$ cat src/rtl/systolic_feeder_pkg.sv
// Shared definitions for the systolic array feeder: controller states and
// sizing helpers.
package systolic_feeder_pkg;

    typedef enum logic [1:0] {
        ST_IDLE   = 2'd0,
        ST_LOAD_W = 2'd1,
        ST_STREAM = 2'd2,
        ST_FLUSH  = 2'd3
    } feeder_state_e;

    // Width of the flush counter; it must reach arr_lat + 2*n - 1 cycles.
    function automatic int flush_cnt_w(input int n, input int arr_lat);
        int len;
        len = arr_lat + 2 * n;
        return (len > 1) ? $clog2(len) : 1;
    endfunction

endpackage

$ cat src/rtl/systolic_feeder_skew_delay_line.sv
// Fixed-depth register delay line used for input skew, output deskew and the
// result tag pipe. DEPTH=0 is a plain wire.
module skew_delay_line #(
    parameter int DW    = 32,
    parameter int DEPTH = 1
) (
    input  logic          clk,
    input  logic          reset,
    input  logic [DW-1:0] din,
    output logic [DW-1:0] dout
);

    generate
        if (DEPTH == 0) begin : g_pass
            logic unused_clk_rst;
            assign unused_clk_rst = clk ^ reset;
            assign dout = din;
        end else begin : g_pipe
            logic [DEPTH-1:0][DW-1:0] pipe_q;
            logic [DEPTH-1:0][DW-1:0] pipe_d;

            always_comb begin
                pipe_d    = pipe_q;
                pipe_d[0] = din;
                for (int k = 1; k < DEPTH; k++) begin
                    pipe_d[k] = pipe_q[k-1];
                end
            end

            always_ff @(posedge clk) begin
                if (reset) begin
                    pipe_q <= '0;
                end else begin
                    pipe_q <= pipe_d;
                end
            end

            assign dout = pipe_q[DEPTH-1];
        end
    endgenerate

endmodule

$ cat src/rtl/systolic_feeder.sv
// Feeds a weight-stationary systolic array: latches weights, skews input
// vectors into rows, deskews result columns and tags each result vector.
module systolic_feeder
    import systolic_feeder_pkg::*;
#(
    parameter int DW      = 32,
    parameter int N       = 4,
    parameter int ARR_LAT = 2 * N
) (
    input  logic              clk,
    input  logic              reset,
    input  logic              w_valid,
    output logic              w_ready,
    input  logic [N*N*DW-1:0] w_data,
    input  logic              x_valid,
    output logic              x_ready,
    input  logic [N*DW-1:0]   x_data,
    input  logic              x_last,
    output logic              y_valid,
    output logic [N*DW-1:0]   y_data,
    output logic              y_last,
    output logic              batch_done,
    output logic              arr_load_weights,
    output logic              arr_start,
    output logic [N*N*DW-1:0] arr_w,
    output logic [N*DW-1:0]   arr_x,
    input  logic [N*DW-1:0]   arr_y
);

    localparam int FLUSH_LEN = ARR_LAT + 2 * N - 1;
    localparam int CW        = flush_cnt_w(N, ARR_LAT);
    localparam int TAG_DEPTH = ARR_LAT + N - 1;

    feeder_state_e     state_q, state_d;
    logic [N*N*DW-1:0] arr_w_q, arr_w_d;
    logic [N*DW-1:0]   x_skew_q, x_skew_d;
    logic [1:0]        tag_q, tag_d;
    logic [CW-1:0]     cnt_q, cnt_d;
    logic [N*DW-1:0]   y_aligned;
    logic [1:0]        tag_out;

    always_comb begin
        state_d          = state_q;
        arr_w_d          = arr_w_q;
        x_skew_d         = '0;
        tag_d            = '0;
        cnt_d            = cnt_q;
        w_ready          = 1'b0;
        x_ready          = 1'b0;
        arr_load_weights = 1'b0;
        arr_start        = 1'b0;
        batch_done       = 1'b0;
        case (state_q)
            ST_IDLE: begin
                w_ready = 1'b1;
                if (w_valid) begin
                    arr_w_d = w_data;
                    state_d = ST_LOAD_W;
                end
            end
            ST_LOAD_W: begin
                arr_load_weights = 1'b1;
                state_d          = ST_STREAM;
            end
            ST_STREAM: begin
                // Cycles without an accepted vector inject a tagless zero bubble.
                x_ready   = 1'b1;
                arr_start = 1'b1;
                if (x_valid) begin
                    x_skew_d = x_data;
                    tag_d    = {1'b1, x_last};
                    if (x_last) begin
                        state_d = ST_FLUSH;
                        cnt_d   = '0;
                    end
                end
            end
            ST_FLUSH: begin
                arr_start = 1'b1;
                if (cnt_q == CW'(FLUSH_LEN - 1)) begin
                    batch_done = 1'b1;
                    state_d    = ST_IDLE;
                end else begin
                    cnt_d = cnt_q + CW'(1);
                end
            end
            default: state_d = ST_IDLE;
        endcase
    end

    always_ff @(posedge clk) begin
        if (reset) begin
            state_q  <= ST_IDLE;
            arr_w_q  <= '0;
            x_skew_q <= '0;
            tag_q    <= '0;
            cnt_q    <= '0;
        end else begin
            state_q  <= state_d;
            arr_w_q  <= arr_w_d;
            x_skew_q <= x_skew_d;
            tag_q    <= tag_d;
            cnt_q    <= cnt_d;
        end
    end

    assign arr_w = arr_w_q;

    genvar g;
    generate
        for (g = 0; g < N; g++) begin : g_lane
            skew_delay_line #(.DW(DW), .DEPTH(g)) u_skew (
                .clk   (clk),
                .reset (reset),
                .din   (x_skew_q[g*DW +: DW]),
                .dout  (arr_x[g*DW +: DW])
            );
            // Column j leaves the array j cycles after column 0.
            skew_delay_line #(.DW(DW), .DEPTH(N - 1 - g)) u_deskew (
                .clk   (clk),
                .reset (reset),
                .din   (arr_y[g*DW +: DW]),
                .dout  (y_aligned[g*DW +: DW])
            );
        end
    endgenerate

    skew_delay_line #(.DW(2), .DEPTH(TAG_DEPTH)) u_tag (
        .clk   (clk),
        .reset (reset),
        .din   (tag_q),
        .dout  (tag_out)
    );

    assign y_valid = tag_out[1];
    assign y_last  = tag_out[1] & tag_out[0];
    assign y_data  = y_valid ? y_aligned : '0;

endmodule

$ cat config.mk
export PLATFORM = sky130hd
export DESIGN_NAME = systolic_feeder
export DESIGN_NICKNAME = d
export VERILOG_FILES = /design/src/rtl/systolic_feeder_pkg.sv /design/src/rtl/systolic_feeder_skew_delay_line.sv /design/src/rtl/systolic_feeder.sv
export SDC_FILE = /design/constraint.sdc
export NUM_CORES = 2
export LEC_CHECK = 0
export CAP_MARGIN = 20
export CORE_AREA = 2 2 595 597
export CTS_CLUSTER_SIZE = 30
export DETAILED_ROUTE_END_ITERATION = 16
export DIE_AREA = 0 0 597 599
export PLACE_DENSITY = 0.32
export SYNTH_ARGS = -nofsm -noshare
export SYNTH_HDL_FRONTEND = slang
export SYNTH_SLANG_ARGS = --single-unit
$ cat constraint.sdc
create_clock -name clk -period 4.7 [get_ports clk]
set_input_delay 0.705 -clock clk [delete_from_list [all_inputs] [get_ports clk]]
set_output_delay 0.705 -clock clk [all_outputs]
set_load 0.02 [all_outputs]
==> impl_metrics.tcl <==
set metrics [dict create \
    required_ns 3.99 \
    cts_buffer_depth 4 \
    dieWidth_um 597 \
    fp-row-count 218 \
    yosysTopAreaCell "dfxtp_1" \
    path_clk_slew_ns 0.06 \
    synthDistinctLibCells 34 \
    htree_levels 4 \
    drcViolationCount 0 \
    final.setup.worst_slack_ns 1.12 \
    ir_worst_vdd_uv 259 \
    yosys-top-cells-area "dfxtp_1, nand2_1, a21oi_1" \
    drtAntennaViolNets 0 \
    setup_viol 0 \
    stdcell_area_um2 58900 \
    die_h_um 599 \
    slew_violations 0 \
    clk_latency_ns 0.83 \
    worstMarginPinSlew_ns 1.26 \
    min_period_over_period_pct 76.3 \
    path_max_fanout 91 \
    synth_seq_area_share_pct 63.7 \
    initial_core_util_pct 9.43 \
    port_buffers 1547 \
    yosys_warnings 0 \
    track_usage_pct 14.6 \
    fmax_mhz 279 \
    grt_pass1_wl_um 339000 \
    core_area_um2 351000 \
    synth_fa_ha_area_share_pct 0.264 \
    crit_arrival_ns 2.88 \
    wl_per_cell_um 27.6 \
    synthTopCellsByCount "dfxtp_1, nand2_1, a21oi_1" \
    place_inst 9499 \
    postCtsHoldBufs 0 \
    cts_made_buffers 150 \
    instances_no_fill 9810 \
    io-pin-count 1548 \
    p_per_area_nw_per_um2 506 \
    firstDrtPassIters 5 \
    path_cells "buf_16 > and2_1 > clkdlybuf4s50_1" \
    post_cts_buffers 0 \
    synth-main-ff-cell "dfxtp_1" \
    fin_nets 5812 \
    dieArea_um2 358000 \
    synth_top_family_by_area "simple AND/OR/NAND/NOR gates" \
    maxCapViolCount 0 \
    ys_async_sr_fraction_pct 0 \
    grt_setup_unrepaired "no" \
    antenna_found_initial 251 \
    slowest_stage "clkdlybuf4s50_1" \
    netlist_area_um2 33100 \
    min_path_type "input pin to flop" \
    setup_tns_ns 0 \
    finalHoldViolCount 0 \
    postCtsResizedCells 0 \
    postPlaceCellArea_um2 53800 \
    crit_path_max_incr_delay_ns 0.67 \
    critical_path_class "flop to output port" \
    end_kind "output port" \
    synth.most_common_cell "dfxtp_1" \
    clk_root_buffer_cell "clkbuf_16" \
    p_leak_nw 20.8 \
    dr_total_vias 30900 \
    synth-compound-area-share_pct 7.96 \
    drt-vias-per-instance 3.15 \
    grt_pass1_vias 31000 \
    synth_xor_area_share_pct 0 \
    drive_gt1_share_pct 5.36 \
    period_needed_ns 3.58 \
    synth_mux_area_share_pct 0.0302 \
    cts_tree "done" \
    ys_ff_latch 1054 \
    wirelength_um 271000 \
    relSlewSlack_pct 16.0 \
    worstSetupStartpointType "flop" \
    synth_nets 4323 \
    netlist_instances 3543 \
    drt_iter0_markers 1602 \
    overflow 0 \
    grt_max_degree 191 \
    areaGrowthSynthToFinish_pct 77.9 \
    dp_hpwl_um 225000 \
    status "finished clean" \
    cts.sinks 1054 \
    synth_top_area_share_pct 63.7 \
    fin_skew_ns 0.0779 \
    synth-simple-area-share_pct 24.6 \
    gp_congestion 0.886 \
    final_util_pct 16.8 \
    post-place-ws_ns 1.56 \
    synth_area_per_cell_um2 9.35 \
    synth_edf_count 0 \
]
==> cells in the final DEF, fill, tap and decap left out, types with 3 or more instances in the layout <==
cell type / synthesis / final
clkdlybuf4s50_1: 0 / 1546
dfxtp_1: 1054 / 1053
nand2_1: 1024 / 1024
a21oi_1: 512 / 512
nor2b_1: 407 / 407
and2_1: 259 / 258
clkbuf_16: 0 / 151
diode_2: 0 / 44
clkbuf_1: 113 / 35
clkbuf_8: 0 / 34
clkinv_2: 0 / 21
buf_12: 0 / 19
buf_4: 27 / 15
bufinv_16: 0 / 10
ha_1: 7 / 7
inv_1: 6 / 6
nor2_1: 4 / 4
inv_6: 0 / 4
clkinv_8: 0 / 3
inv_16: 0 / 3
==> worst max-delay path: cells and delay by family, from the launching register on <==
family        cells  cell delay, ns
buf+inv           2            1.01
flops             1            0.61
simple gates      1            0.36
==> path summary, 6_finish.rpt <==
check	from	endpoint	slack, ns	depth (start not counted)
setup / recovery	u_tag.dout[1]	y_data[123]	1.12	3
hold / removal	reset	g_lane[2].u_skew.dout[15]	0.30	2
setup reg to reg	state_q[0]	arr_w[301]	2.02	7
hold reg to reg	u_tag.g_pipe.pipe_d[8]	u_tag.g_pipe.pipe_d[10]	0.42	1
==> metrics by stage <==
step                      hold WS [ns]  power, mW
final                            0.296       29.8
after global routing             0.281       31.4
after CTS                        0.239       30.7
after detailed placement         0.420       18.4
after global placement           0.414       18.4
after floorplan                  0.414       13.8
==> power breakdown <==
part           internal [mW]  leakage, nW  total (mW)  switching, mW
logic                   2.82         9.74        7.51           4.69
clock network           7.04         2.47        11.9           4.83
registers               9.93         8.61        10.5          0.537
total                   19.8         20.8        29.8           10.1
==> kinds of logic after synthesis <==
logic type	Yosys count
compound gates	519
fa+ha+maj	7
buf+inv	251
flops	1054
mux	1
simple gates	1711
==> area by class of cell <==
type / count / area (um^2)
repair buffers: 1582 / 16000
flip-flops and latches: 1054 / 21100
clock buffers: 220 / 4380
clock inverters: 46 / 636
well taps: 4620 / 5780
multi-input cells: 2238 / 10900
inverters: 6 / 22.5
diodes: 44 / 110
fillers: 39300 / 292000
==> sequential cells by signal, indices dropped and copies added (netlist names) <==
name                           cells
arr_w                            512
cnt_q                              4
g_lane.u_deskew.dout              96
g_lane.u_deskew.g_pipe.pipe_d     96
g_lane.u_skew.dout                96
g_lane.u_skew.g_pipe.pipe_d       96
state_q                            2
tag_q                              2
u_tag.dout                         2
u_tag.g_pipe.pipe_d               20
x_skew_q                         128
==> per-layer routing <==
| metal | up-vias | routed length [um] | track usage (%) |
|---|---|---|---|
| li1 | 14200 | - | - |
| met1 | 14600 | 103000 | 16.1 |
| met2 | 1520 | 123000 | 23.7 |
| met3 | 508 | 37300 | 8.71 |
| met4 | 132 | 6890 | 3.39 |
| met5 | - | 845 | 0 |
No activity file was read; power rests on OpenSTA's default activity.
